File: src/rtl/mmc3_irq_counter.sv
// MMC3-style scanline IRQ counter: decodes CPU writes at $C000-$FFFF, counts filtered
// rising edges of PPU A12 and raises a level IRQ when the reloadable counter reaches zero.
module mmc3_irq_counter #(
    parameter int A12_LOW_CYCLES = 3,
    parameter int ALT_IRQ        = 0
) (
    input  logic        clk,
    input  logic        reset,
    input  logic        ce,
    input  logic [15:0] addr,
    input  logic [7:0]  din,
    input  logic        mw,
    input  logic        ppu_a12,
    output logic        irq,
    output logic [7:0]  counter
);

    localparam logic [2:0] LOW_MAX = 3'(A12_LOW_CYCLES);

    logic [7:0] r_latch;
    logic [7:0] r_counter;
    logic       r_reload;
    logic       r_enable;
    logic       r_irq;
    logic       r_a12_prev;
    logic [2:0] r_low_cnt;

    logic       w_wr;
    logic       w_wr_c000;
    logic       w_wr_c001;
    logic       w_wr_e000;
    logic       w_wr_e001;
    logic       w_edge;
    logic       w_reload_req;
    logic [7:0] w_cnt_next;
    logic       w_enable_next;
    logic       w_alt_ok;
    logic       w_irq_hit;

    // Value the counter takes on a clocking edge; a same-cycle $C001 write counts as a reload.
    function automatic logic [7:0] f_clock_counter(input logic [7:0] cnt,
                                                   input logic       reload,
                                                   input logic [7:0] latch);
        if (cnt == 8'd0 || reload)
            return latch;
        return cnt - 8'd1;
    endfunction

    always_comb begin
        w_wr          = ce & mw & (addr[15:14] == 2'b11);
        w_wr_c000     = w_wr & ~addr[13] & ~addr[0];
        w_wr_c001     = w_wr & ~addr[13] &  addr[0];
        w_wr_e000     = w_wr &  addr[13] & ~addr[0];
        w_wr_e001     = w_wr &  addr[13] &  addr[0];

        w_edge        = ppu_a12 & ~r_a12_prev & (r_low_cnt == LOW_MAX);
        w_reload_req  = r_reload | w_wr_c001;
        w_cnt_next    = f_clock_counter(r_counter, w_reload_req, r_latch);

        // A same-cycle enable write is already in force for the edge it coincides with.
        w_enable_next = r_enable;
        if (w_wr_e001)
            w_enable_next = 1'b1;
        else if (w_wr_e000)
            w_enable_next = 1'b0;

        w_alt_ok      = (ALT_IRQ == 0) || (r_counter != 8'd0) || w_reload_req;
        w_irq_hit     = w_edge & (w_cnt_next == 8'd0) & w_enable_next & w_alt_ok;
    end

    always_ff @(posedge clk) begin
        if (reset) begin
            r_latch    <= 8'd0;
            r_counter  <= 8'd0;
            r_reload   <= 1'b0;
            r_enable   <= 1'b0;
            r_irq      <= 1'b0;
            r_a12_prev <= 1'b0;
            r_low_cnt  <= 3'd0;
        end else begin
            r_a12_prev <= ppu_a12;

            if (ppu_a12)
                r_low_cnt <= 3'd0;
            else if (ce && r_low_cnt != LOW_MAX)
                r_low_cnt <= r_low_cnt + 3'd1;

            if (w_wr_c000)
                r_latch <= din;

            if (w_edge) begin
                r_counter <= w_cnt_next;
                r_reload  <= 1'b0;
            end else if (w_wr_c001) begin
                r_counter <= 8'd0;
                r_reload  <= 1'b1;
            end

            r_enable <= w_enable_next;

            // Acknowledge beats a coincident IRQ-setting edge.
            if (w_wr_e000)
                r_irq <= 1'b0;
            else if (w_irq_hit)
                r_irq <= 1'b1;
        end
    end

    assign irq     = r_irq;
    assign counter = r_counter;

endmodule

File: config.mk
export PLATFORM = sky130hd
export DESIGN_NAME = mmc3_irq_counter
export DESIGN_NICKNAME = d
export VERILOG_FILES = /design/src/rtl/mmc3_irq_counter.sv
export SDC_FILE = /design/constraint.sdc
export NUM_CORES = 1
export LEC_CHECK = 0
export CAP_MARGIN = 20
export CELL_PAD_IN_SITES_DETAIL_PLACEMENT = 1
export CELL_PAD_IN_SITES_GLOBAL_PLACEMENT = 1
export CORE_ASPECT_RATIO = 0.75
export CORE_MARGIN = 2
export CORE_UTILIZATION = 32
export CTS_BUF_LIST = sky130_fd_sc_hd__clkbuf_2 sky130_fd_sc_hd__clkbuf_4 sky130_fd_sc_hd__clkbuf_8
export CTS_CLUSTER_SIZE = 16
export DETAILED_ROUTE_END_ITERATION = 12
export GPL_ROUTABILITY_DRIVEN = 0
export HOLD_SLACK_MARGIN = 0.03
export PLACE_DENSITY_LB_ADDON = 0.1
export SLEW_MARGIN = 20
export SYNTH_ARGS = -nofsm -noshare
export SYNTH_HDL_FRONTEND = slang
export SYNTH_SLANG_ARGS = --single-unit
File: constraint.sdc
create_clock -name clk -period 1.68 [get_ports clk]
set_input_delay 0.42 -clock clk [delete_from_list [all_inputs] [get_ports clk]]
set_output_delay 0.42 -clock clk [all_outputs]
set_load 0.05 [all_outputs]
Word-level counts from Yosys, hierarchy flattened
Index checks and enable logic that the tools add are counted.

operators by class
  reductions and logical operators = 8
  mux-type cells = 7
  div/mod/pow operators = 0
  shift-type cells = 0
  $add $sub $neg = 2
  order comparisons = 0
  $mul = 0
  bitwise gates (word level) = 16
  equal/unequal tests = 3

operators by type and width
  cell                                               number
  two-way mux 8 bit                                  4
  logical NOT 8 bit                                  2
  bitwise AND 1 bit                                  12
  subtractor 8 x 1 -> 8 bit (second input constant)  1
  OR reduction 2 bit                                 3
  adder 3 x 1 -> 3 bit (second input constant)       1
  == test 3 x 2 -> 1 bit (second input constant)     1
  two-way mux 1 bit                                  3
  != test 3 x 2 -> 1 bit (second input constant)     1
  inverter 1 bit                                     3
  == test 2 bit (second input constant)              1
  nonzero test 2 bit                                 1
  logical AND 1 bit                                  1
  logical OR 1 bit                                   1
  OR 1 bit                                           1

word-level totals
  word-level logic and storage cells = 43
  memory bits (read-only) = 0
  latch bits = 0
  input port bits = 29
  bits in registers = 23
  memory bits (writable) = 0
  memories = 0
  output and inout bits = 9

Logic depth before layout (Yosys ltp)
Gate-level depths: netlist of the first run.

  depth in word-level cells = 11
  depth in mapped cells = 7
  mapped depth without buffers = 7

Worst setup path after synthesis of the first run
OpenSTA, ideal clock, no wires.

  path type = flip-flop to flip-flop
  from = register r_counter[0], in the netlist counter[0]
  to = register r_counter[2], in the netlist counter[2]
  setup slack = -297 ps
  path buffers = 1
  stages on the path, launching flop included = 8
  data required time = 1551 ps
  arrival = 1848 ps
  cell sequence = dfxtp_1 -> inv_1 -> ha_1 -> a31oi_4 -> and2_4 -> buf_6 -> mux2i_1 -> o22ai_1

on the way
  cells in the longest elaborated chain, start to end = 5

RTL lines
  element                                                            RTL line  source
  from (decl)                                                        21        logic [7:0] r_counter;
  from (signal assigned)                                             92        r_counter <= w_cnt_next;
  branches (longest 3 deep; another with subtractor 8 x 1 -> 8 bit)  -
  two-way mux 8 bit (*)                                              46        return cnt - 8'd1;
  two-way mux 8 bit (*)                                              91        if (w_edge) begin

Every way passes the cells marked *.
A chain may end at the register's enable or synchronous reset.

Worst setup path after layout of the first run
  from = input ce
  to = register r_counter[4], in the netlist counter[4]

on the way
  cells in the longest elaborated chain, start to end = 9

RTL lines
  element                              RTL line  source
  from (decl)                          9         input logic ce,
  bitwise AND 1 bit (*) (2 in series)  50        w_wr = ce & mw & (addr[15:14] == 2'b11);
  bitwise AND 1 bit (*) (2 in series)  52        w_wr_c001 = w_wr & ~addr[13] & addr[0];
  OR 1 bit                             57        w_reload_req = r_reload | w_wr_c001;
  logical OR 1 bit                     44        if (cnt == 8'd0 || reload)
  two-way mux 1 bit                    44
  two-way mux 8 bit                    46
  two-way mux 8 bit                    91

Every way passes the cells marked *; elsewhere a longest branch is shown, timed or not.

==> results of run 1 <==
power breakdown:
part           internal (mW)  switching (mW)
Combinational         0.0665          0.0460
Clock                  0.170           0.196
Sequential             0.544         0.00392
Total                  0.780           0.246
registers in the layout, indices dropped and copies added (netlist names):
register / count
counter: 8
r_latch: 8
r_low_cnt: 3
irq: 1
r_a12_prev: 1
r_enable: 1
r_reload: 1
logic make-up (layout without fill, tap and decap cells):
family,count (synthesis),in the layout,synth area share
multiplexers,14,14,0.116
adder cells (fa/ha/maj),4,4,0.0415
AND/OR/NAND/NOR,52,53,0.241
XOR/XNOR,4,4,0.0291
flip-flops,23,23,0.382
AO/OA/AOI/OAI,25,25,0.153
buffers and inverters,10,76,0.0374
cell usage in the layout, fill, tap and decap left out, types with 2 or more instances in the layout:
| master | instances |
|---|---|
| sky130_fd_sc_hd__dlymetal6s2s_1 | 5 |
| sky130_fd_sc_hd__nor2b_1 | 2 |
| sky130_fd_sc_hd__dfxtp_2 | 5 |
| sky130_fd_sc_hd__o22ai_1 | 3 |
| sky130_fd_sc_hd__xnor2_1 | 2 |
| sky130_fd_sc_hd__nand3_1 | 3 |
| sky130_fd_sc_hd__inv_1 | 5 |
| sky130_fd_sc_hd__or3_4 | 2 |
| sky130_fd_sc_hd__dfxtp_4 | 4 |
| sky130_fd_sc_hd__buf_12 | 10 |
| sky130_fd_sc_hd__a21oi_1 | 4 |
| sky130_fd_sc_hd__buf_6 | 3 |
| sky130_fd_sc_hd__clkbuf_8 | 3 |
| sky130_fd_sc_hd__a21o_1 | 2 |
| sky130_fd_sc_hd__nor2_1 | 19 |
| sky130_fd_sc_hd__nor3_1 | 5 |
| sky130_fd_sc_hd__buf_4 | 36 |
| sky130_fd_sc_hd__inv_2 | 2 |
| sky130_fd_sc_hd__nor3_4 | 2 |
| sky130_fd_sc_hd__nand2b_1 | 2 |
| sky130_fd_sc_hd__nand3b_1 | 2 |
| sky130_fd_sc_hd__clkdlybuf4s50_1 | 10 |
| sky130_fd_sc_hd__nand4_1 | 2 |
| sky130_fd_sc_hd__o21ai_1 | 3 |
| sky130_fd_sc_hd__a31oi_1 | 2 |
| sky130_fd_sc_hd__a21oi_2 | 2 |
| sky130_fd_sc_hd__ha_2 | 2 |
| sky130_fd_sc_hd__nor4_1 | 3 |
| sky130_fd_sc_hd__mux2i_1 | 11 |
| sky130_fd_sc_hd__dfxtp_1 | 14 |
| sky130_fd_sc_hd__nand2_1 | 5 |
| sky130_fd_sc_hd__and2_4 | 2 |
| sky130_fd_sc_hd__mux2i_2 | 2 |
worst max-delay path: cells and delay by family:
family | cells | cell delay (ns)
compound gates | 2 | 0.35
simple gates | 3 | 0.67
buf+inv | 3 | 0.53
per-layer routing:
metal | global-route usage | vias to the layer above | part of all wire
met4 | 0.0434 | 0 | 0.032
li1 | - | 605 | -
met3 | 0.0477 | 10 | 0.040
met5 | 0 | - | 0
met2 | 0.338 | 37 | 0.50
met1 | 0.252 | 621 | 0.43
metrics by stage:
stage	area [um^2]	TNS, ns	std cells	utilization
global placement	1820	-3.45	234	0.500
global route	2100	-0.860	251	0.576
detailed placement	1820	-4.19	234	0.500
finish	2100	-0.353	251	0.576
floorplan	1220	0	132	-
CTS	1900	-0.0120	239	0.524
layout make-up:
cell class / count / area (um^2) / area share
multi-input cells: 100 / 798 / 0.381
inverters: 7 / 26.3 / 0.0125
clock inverters: 1 / 6.26 / 0.00299
flip-flops and latches: 23 / 482 / 0.230
repair buffers: 65 / 677 / 0.323
clock buffers: 3 / 41.3 / 0.0197
well taps: 52 / 65.1 / 0.0310
final timing paths:
| check | endpoint |
|---|---|
| hold / removal | r_low_cnt[2]$_SDFFE_PP0P_ |
| hold reg to reg | r_low_cnt[2]$_SDFFE_PP0P_ |
| setup reg to reg | counter[4]$_SDFFE_PP0P_ |
| setup / recovery | counter[4]$_SDFFE_PP0P_ |
timing repair:
item / in CTS / in global routing
hold buffers: 0 / 0
pin swaps: 0 / 13
buffers inserted: 1 / 11
gates resized for setup: 8 / 26
gates cloned: 0 / 1
setup endpoints to repair: 6 / 15
==> flow_metrics.env, run 1 <==
export IMPL_reg2reg_slack_ns=-0.12
export IMPL_drt_first_pass_iters=4
export IMPL_fmax_ghz=0.544
export IMPL_chipHeight_um=57.1
export IMPL_path_clk_slew_ns=0.09
export IMPL_maximum_number_of_pins_on_one_net_before_global_route_repair=15
export IMPL_hold_path_depth=2
export IMPL_dieWidth_um=74.9
export IMPL_critPathMaxStageDelay_ns=0.36
export IMPL_antenna_left=0
export IMPL_initial_drc_count=121
export IMPL_mappedNetlistArea_um2=1200
export IMPL_post_route_clock_skew_ns=0.00352
export IMPL_endpoint_kind="register"
export IMPL_clock_tree_htree_level_count=1
export IMPL_cp_cell_sequence="clkdlybuf4s15_1 > nand4_1 > nand3b_1 > buf_4 > and2_4 > buf_6 > a21o_1 > o2bb2ai_1"
export IMPL_grt_ovfl_total=0
export IMPL_port_buffers=25
export IMPL_clock_sinks=23
export IMPL_clock_tree_buffer_depth=2
export IMPL_net_count_final=233
export IMPL_hp_class="reg -> reg"
export IMPL_number_of_buffers_added_by_the_clock_tree_synthesis_step=3
export IMPL_post_synth_cell_area_avg_um2=9.13
export IMPL_drc=0
export IMPL_area_growth_syn_to_layout_pct=73.9
export IMPL_hp_start="r_low_cnt[2]$_SDFFE_PP0P_"
export IMPL_grt_pass1_wl_um=6360
export IMPL_pin_count=38
export IMPL_clock_tree_from_tritoncts="built"
export IMPL_finalSetupViolCount=5
export IMPL_cell_leakage_power_nw=0.879
export IMPL_wp_data_arrival_ns=1.97
export IMPL_initial_core_util=0.331
export IMPL_ys_types=38
export IMPL_synthTopCellsByArea="sky130_fd_sc_hd__dfxtp_1 38%, sky130_fd_sc_hd__mux2i_1 12%, sky130_fd_sc_hd__nor2_1 5.9%"
export IMPL_hold_viol_final=0
export IMPL_place_worst_setup_slack_ns=-0.318
export IMPL_max_cap_viol_count=0
export IMPL_groute_usage_overall=0.198
export IMPL_outcome="complete, but fails checks"
export IMPL_clock_root_buffer="sky130_fd_sc_hd__clkbuf_8"
export IMPL_crit_type="in -> reg"
export IMPL_dpl_hpwl_um=2950
export IMPL_totalWireLength_um=4530
export IMPL_grt_antenna_before_repair=0
export IMPL_worst_slew_margin_rel=0.677
export IMPL_yosys_warnings=0
export IMPL_mappedNetlistNets=165
export IMPL_period_minus_slack_ns=1.84
export IMPL_synth_top_cell_area_share=0.382
export IMPL_final_worst_path_period_share=1.09
export IMPL_synth_cells_most_frequent="23 x sky130_fd_sc_hd__dfxtp_1, 19 x sky130_fd_sc_hd__nor2_1, 14 x sky130_fd_sc_hd__mux2i_1"
export IMPL_setup_worst_path_start="ce"
export IMPL_synth_async_reset_ratio=0
export IMPL_p_total_mw=1.03
export IMPL_whs_ns=0.502
export IMPL_ys_seq_elements=23
export IMPL_slew_violations=0
export IMPL_num_fill_cells=407
export IMPL_p_per_area_nw_per_um2=490
export IMPL_rsz_0062_raised_after_global_routing="yes"
export IMPL_maximum_vdd_ir_drop_v=0.000414
export IMPL_worstPathMaxFanout=5
export IMPL_via_per_inst=5.07
export IMPL_number_of_global_route_vias_before_repair=1309
export IMPL_post_route_worst_setup_slack_ns=-0.158
export IMPL_failing_checks="setup timing"
export IMPL_reg2reg_depth=6
export IMPL_post_synth_inst_count=132
export IMPL_worst_skew_pair_late_latency_ns=0.27
export IMPL_placeableCoreArea_um2=3640
export IMPL_num_antenna_cells=0
export IMPL_tightestPinTransition_ns=0.479
export IMPL_dieArea_um2=4280
export IMPL_vias=1273
export IMPL_drive_gt1_frac=0.432
export IMPL_synth_largest_area_cell="sky130_fd_sc_hd__dfxtp_1"
export IMPL_avgRoutedWirePerCell_um=18.1
export IMPL_core_rowCount=19
export IMPL_timing_critical_path_required_ns=1.81
export IMPL_worstReg2RegStart="counter[5]$_SDFFE_PP0P_"
export IMPL_cpMaxStageDelayCell="sky130_fd_sc_hd__nand3b_1"
export IMPL_synthMostInstantiatedCell="sky130_fd_sc_hd__dfxtp_1"
export IMPL_synth_flop_cell="sky130_fd_sc_hd__dfxtp_1"
export IMPL_synth_yosys_seq_area_share=0.382
export IMPL_critical_path_startpoint_type="primary input"
export IMPL_synth_edf_count=0
No activity file was read; power rests on OpenSTA's default activity.
==> inputs of run 2 (changes only) <==
--- a/config.mk
+++ b/config.mk
@@ -8,7 +8,7 @@
 export CAP_MARGIN = 20
 export CELL_PAD_IN_SITES_DETAIL_PLACEMENT = 1
 export CELL_PAD_IN_SITES_GLOBAL_PLACEMENT = 1
-export CORE_ASPECT_RATIO = 0.75
+export CORE_ASPECT_RATIO = 1.4
 export CORE_MARGIN = 2
 export CORE_UTILIZATION = 32
 export CTS_BUF_LIST = sky130_fd_sc_hd__clkbuf_2 sky130_fd_sc_hd__clkbuf_4 sky130_fd_sc_hd__clkbuf_8
==> flow_metrics.env, run 2 (same netlist as run 1, synthesis figures left out) <==
export IMPL_antenna_left=0
export IMPL_dieArea_um2=4280
export IMPL_area_growth_syn_to_layout_pct=64.7
export IMPL_via_per_inst=5.21
export IMPL_clock_sinks=23
export IMPL_maximum_vdd_ir_drop_v=0.000399
export IMPL_cell_leakage_power_nw=0.780
export IMPL_placeableCoreArea_um2=3640
export IMPL_pin_count=38
export IMPL_port_buffers=25
export IMPL_maximum_number_of_pins_on_one_net_before_global_route_repair=17
export IMPL_critical_path_startpoint_type="register"
export IMPL_endpoint_kind="register"
export IMPL_clock_tree_htree_level_count=1
export IMPL_timing_critical_path_required_ns=1.90
export IMPL_crit_type="reg -> reg"
export IMPL_fmax_ghz=0.553
export IMPL_failing_checks="setup timing"
export IMPL_worst_skew_pair_late_latency_ns=0.27
export IMPL_most_common_layout_cells="27 x sky130_fd_sc_hd__buf_4, 19 x sky130_fd_sc_hd__nor2_1, 15 x sky130_fd_sc_hd__dfxtp_1"
export IMPL_mostFrequentLayoutCell="sky130_fd_sc_hd__buf_4"
export IMPL_clock_root_buffer="sky130_fd_sc_hd__clkbuf_8"
export IMPL_totalWireLength_um=3870
export IMPL_dpl_hpwl_um=2860
export IMPL_finalSetupViolCount=2
export IMPL_grt_antenna_before_repair=0
export IMPL_max_cap_viol_count=0
export IMPL_final_cell_count_no_fill=229
export IMPL_groute_usage_overall=0.186
export IMPL_post_route_clock_skew_ns=0.00505
export IMPL_tightestPinTransition_ns=0.474
export IMPL_vias=1193
export IMPL_path_clk_slew_ns=0.08
export IMPL_core_rowCount=26
export IMPL_dp_cells=218
export IMPL_worst_slew_margin_rel=0.680
export IMPL_drc=0
export IMPL_outcome="complete, but fails checks"
export IMPL_grt_pass1_wl_um=6260
export IMPL_num_antenna_cells=0
export IMPL_rsz_0062_raised_after_global_routing="yes"
export IMPL_number_of_buffers_added_by_the_clock_tree_synthesis_step=3
export IMPL_whs_ns=0.525
export IMPL_clock_tree_from_tritoncts="built"
export IMPL_initial_drc_count=16
export IMPL_place_worst_setup_slack_ns=-0.417
export IMPL_initial_core_util=0.331
export IMPL_drive_gt1_frac=0.390
export IMPL_p_per_area_nw_per_um2=516
export IMPL_clock_tree_buffer_depth=2
export IMPL_number_of_global_route_vias_before_repair=1303
export IMPL_worstPathMaxFanout=3
export IMPL_avgRoutedWirePerCell_um=16.9
export IMPL_hold_viol_final=0
export IMPL_post_route_worst_setup_slack_ns=-0.128
export IMPL_slew_violations=0
export IMPL_dieWidth_um=55.9
export IMPL_wp_data_arrival_ns=2.02
export IMPL_drt_first_pass_iters=4
export IMPL_final_worst_path_period_share=1.08
export IMPL_period_minus_slack_ns=1.81
export IMPL_net_count_final=221
export IMPL_hp_class="reg -> reg"
export IMPL_grt_ovfl_total=0
export IMPL_chipHeight_um=76.6
-- run 2: cell count changes in the layout (fill, tap and decap cells not counted), moves of 2 or more --
| cell | delta |
|---|---|
| sky130_fd_sc_hd__buf_4 | -9 |
| sky130_fd_sc_hd__dlymetal6s2s_1 | -4 |
| sky130_fd_sc_hd__dlygate4sd2_1 | +4 |
| sky130_fd_sc_hd__buf_6 | -2 |
| sky130_fd_sc_hd__mux2i_2 | -2 |
| sky130_fd_sc_hd__mux2i_1 | +2 |
| sky130_fd_sc_hd__a21oi_1 | +2 |
-- run 2: path summary, 6_finish.rpt --
path,start,endpoint,slack [ns],cells past startpoint
max reg2reg,counter[1]$_SDFFE_PP0P_,counter[5]$_SDFFE_PP0P_,-0.13,6
max,counter[1]$_SDFFE_PP0P_,counter[5]$_SDFFE_PP0P_,-0.13,6
min reg2reg,r_enable$_SDFF_PP0_,r_enable$_SDFF_PP0_,0.53,2
min,r_enable$_SDFF_PP0_,r_enable$_SDFF_PP0_,0.53,2
-- run 2: stage by stage --
step,total power [mW],util,setup TNS (ns),instance area [um^2]
2_1_floorplan,0.592,-,0,1220
3_3_place_gp,0.654,0.484,-4.45,1760
3_5_place_dp,0.660,0.484,-5.11,1760
4_1_cts,1.03,0.517,-0.00669,1880
5_1_grt,1.07,0.545,-0.309,1980
6_report,1.02,0.545,-0.247,1980
-- run 2: metal layers --
metal | share of wire | track usage | vias up
met5 | 0 | 0 | -
li1 | - | - | 585
met1 | 0.37 | 0.194 | 575
met4 | 0.027 | 0.0690 | 0
met2 | 0.58 | 0.362 | 25
met3 | 0.024 | 0.0323 | 8
-- run 2: area by class of cell --
class	count	area, um^2
Timing Repair Buffer	53	552
Fill cell	435	1660
Clock buffer	4	48.8
Tap cell	42	52.6
Sequential cell	23	478
Multi-Input combinational cell	100	827
Inverter	7	26.3
-- run 2: critical path, cell delays in order, from the launching register on --
cell and delay [ns]:
sky130_fd_sc_hd__dfxtp_4 0.34, sky130_fd_sc_hd__or3_4 0.41, sky130_fd_sc_hd__or3_4 0.37, sky130_fd_sc_hd__xor2_4 0.18, sky130_fd_sc_hd__buf_6 0.14, sky130_fd_sc_hd__a211oi_4 0.20, sky130_fd_sc_hd__a21o_1 0.11
-- run 2: power breakdown --
group | leakage [nW] | internal [mW] | switching [mW]
clock | 0.0262 | 0.186 | 0.184
combinational | 0.563 | 0.0600 | 0.0441
sequential | 0.191 | 0.545 | 0.00384
total | 0.780 | 0.791 | 0.232
-- run 2: what timing repair did --
| action | in CTS | in global routing |
|---|---|---|
| hold buffers | 0 | 0 |
| pin swaps | 6 | 5 |
| resized for setup | 11 | 18 |
| setup buffers | 4 | 2 |
| cloned | 1 | 0 |
| endpoints found under the setup margin | 9 | 11 |
==> inputs of run 3 (changes only) <==
--- a/config.mk
+++ b/config.mk
@@ -5,6 +5,7 @@
 export SDC_FILE = /design/constraint.sdc
 export NUM_CORES = 1
 export LEC_CHECK = 0
+export ABC_CLOCK_PERIOD_IN_PS = 1680
 export CAP_MARGIN = 20
 export CELL_PAD_IN_SITES_DETAIL_PLACEMENT = 1
 export CELL_PAD_IN_SITES_GLOBAL_PLACEMENT = 1
@@ -12,11 +13,12 @@
 export CORE_MARGIN = 2
 export CORE_UTILIZATION = 32
 export CTS_BUF_LIST = sky130_fd_sc_hd__clkbuf_2 sky130_fd_sc_hd__clkbuf_4 sky130_fd_sc_hd__clkbuf_8
-export CTS_CLUSTER_SIZE = 16
+export CTS_CLUSTER_SIZE = 40
 export DETAILED_ROUTE_END_ITERATION = 12
 export GPL_ROUTABILITY_DRIVEN = 0
 export HOLD_SLACK_MARGIN = 0.03
 export PLACE_DENSITY_LB_ADDON = 0.1
+export SETUP_SLACK_MARGIN = 0.02
 export SLEW_MARGIN = 20
 export SYNTH_ARGS = -nofsm -noshare
 export SYNTH_HDL_FRONTEND = slang
==> flow_metrics.env, run 3 (same netlist as run 1, synthesis figures left out) <==
export IMPL_crit_type="reg -> reg"
export IMPL_net_count_final=223
export IMPL_worstReg2RegStart="counter[1]$_SDFFE_PP0P_"
export IMPL_groute_usage_overall=0.182
export IMPL_critical_path_reg2reg_endpoint="irq$_SDFFE_PP0P_"
export IMPL_vias=1211
export IMPL_finalSetupViolCount=1
export IMPL_clock_sinks=23
export IMPL_worst_slew_margin_rel=0.754
export IMPL_outcome="complete, but fails checks"
export IMPL_worst_skew_pair_late_latency_ns=0.26
export IMPL_area_growth_syn_to_layout_pct=62.0
export IMPL_cpMaxStageDelayCell="sky130_fd_sc_hd__or3_4"
export IMPL_pin_count=38
export IMPL_port_buffers=25
export IMPL_critical_path_startpoint_type="register"
export IMPL_placeableCoreArea_um2=3640
export IMPL_slew_violations=0
export IMPL_num_fill_cells=418
export IMPL_drive_gt1_frac=0.381
export IMPL_grt_ovfl_total=0
export IMPL_mostFrequentLayoutCell="sky130_fd_sc_hd__buf_4"
export IMPL_grt_antenna_before_repair=0
export IMPL_hp_class="reg -> reg"
export IMPL_path_clk_slew_ns=0.08
export IMPL_reg2reg_slack_ns=-0.01
export IMPL_most_common_layout_cells="28 x sky130_fd_sc_hd__buf_4, 19 x sky130_fd_sc_hd__nor2_1, 15 x sky130_fd_sc_hd__dfxtp_1"
export IMPL_number_of_buffers_added_by_the_clock_tree_synthesis_step=3
export IMPL_failing_checks="setup timing"
export IMPL_antenna_left=0
export IMPL_dieWidth_um=55.9
export IMPL_tightestPinTransition_ns=0.366
export IMPL_grt_pass1_wl_um=6280
export IMPL_timing_critical_path_required_ns=1.85
export IMPL_post_route_clock_skew_ns=0.00891
export IMPL_period_minus_slack_ns=1.69
export IMPL_critical_path_top_cell_by_count="sky130_fd_sc_hd__or3_4"
export IMPL_final_worst_path_period_share=1.01
export IMPL_chipHeight_um=76.6
export IMPL_clock_tree_buffer_depth=2
export IMPL_post_route_worst_setup_slack_ns=-0.0116
export IMPL_avgRoutedWirePerCell_um=16.0
export IMPL_max_cap_viol_count=0
export IMPL_num_antenna_cells=0
export IMPL_fmax_ghz=0.591
export IMPL_dpl_hpwl_um=2950
export IMPL_wp_data_arrival_ns=1.86
export IMPL_stdcell_area_um2=1950
export IMPL_via_per_inst=5.24
export IMPL_initial_core_util=0.331
export IMPL_hp_start="r_enable$_SDFF_PP0_"
export IMPL_drt_first_pass_iters=4
export IMPL_clock_tree_from_tritoncts="built"
export IMPL_worstPathMaxFanout=2
export IMPL_maximum_vdd_ir_drop_v=0.000387
export IMPL_maximum_number_of_pins_on_one_net_before_global_route_repair=14
export IMPL_p_per_area_nw_per_um2=519
export IMPL_setup_total_negative_slack_ns=-0.0116
export IMPL_core_rowCount=26
export IMPL_setup_worst_path_start="counter[1]$_SDFFE_PP0P_"
export IMPL_placed_cell_area_um2=1810
export IMPL_crit_path_end="irq$_SDFFE_PP0P_"
export IMPL_dieArea_um2=4280
export IMPL_critPathMaxStageDelay_ns=0.40
export IMPL_hold_viol_final=0
export IMPL_postCtsHoldBufs=0
export IMPL_drc=0
export IMPL_number_of_global_route_vias_before_repair=1358
export IMPL_initial_drc_count=7
export IMPL_cell_leakage_power_nw=0.774
export IMPL_endpoint_kind="register"
export IMPL_cp_cell_sequence="or3_4 > or3_4 > xor2_4 > a31oi_1 > o31ai_1"
export IMPL_totalWireLength_um=3690
export IMPL_rsz_0062_raised_after_global_routing="yes"
export IMPL_clock_root_buffer="sky130_fd_sc_hd__clkbuf_8"
export IMPL_clock_tree_htree_level_count=1
export IMPL_reg2reg_depth=5
[run 3: cell types whose count changed in the layout (fill, tap and decap cells not counted), sizes merged]
| cell | before | now |
|---|---|---|
| buf | 37 | 39 |
| clkdlybuf4s50 | 11 | 12 |
| dlymetal6s2s | 1 | 0 |
[run 3: critical path, delay by kind of cell, from the launching register on]
family                    cells  cell delay (ns)
AOI/OAI and AO/OA             2             0.31
xor gates and xnor gates      1             0.18
DFF                           1             0.34
and+or+nand+nor               2             0.77
[run 3: metal layers]
layer,vias up,part of all wire,GRT usage
li1,590,-,-
met1,588,0.39,0.197
met2,29,0.57,0.358
met3,4,0.023,0.0170
met4,0,0.015,0.0571
met5,-,0,0
[run 3: how the worst min path moves through the flow]
stage          cells past startpoint                 endpoint  slack, ns
2_1_floorplan                      2      r_enable$_SDFF_PP0_       0.46
3_3_place_gp                       2      r_enable$_SDFF_PP0_       0.48
3_5_place_dp                       2      r_enable$_SDFF_PP0_       0.52
4_1_cts                            2  counter[7]$_SDFFE_PP0P_       0.53
5_1_grt                            2         irq$_SDFFE_PP0P_       0.56
6_report                           2      r_enable$_SDFF_PP0_       0.52
[run 3: timing repair]
action | CTS | global route
hold endpoints to repair | 0 | 0
setup buffers | 1 | 1
setup endpoints to repair | 9 | 10
cloned | 1 | 0
pin swaps | 3 | 4
resized for setup | 14 | 8
[run 3: area by class of cell]
class                           count  area, um^2  area share
Clock buffer                        4        48.8      0.0250
Inverter                            7        26.3      0.0135
Multi-Input combinational cell    100         778       0.399
Sequential cell                    23         478       0.245
Tap cell                           42        52.6      0.0269
Timing Repair Buffer               55         568       0.291
[run 3: through the flow]
stage               power, mW  std cells  utilization  hold slack [ns]  worst slack [ns]
detailed placement      0.664        224        0.496            0.519            -0.382
floorplan               0.592        132            -            0.457            0.0200
global route             1.06        231        0.536            0.564            -0.117
finish                   1.01        231        0.536            0.523           -0.0116
CTS                      1.03        230        0.526            0.534           -0.0202
global placement        0.658        224        0.496            0.481            -0.329
[run 3: report_power, final]
part / internal, mW / switching (mW)
registers: 0.545 / 0.00383
clock network: 0.185 / 0.177
logic: 0.0617 / 0.0408
total: 0.792 / 0.221
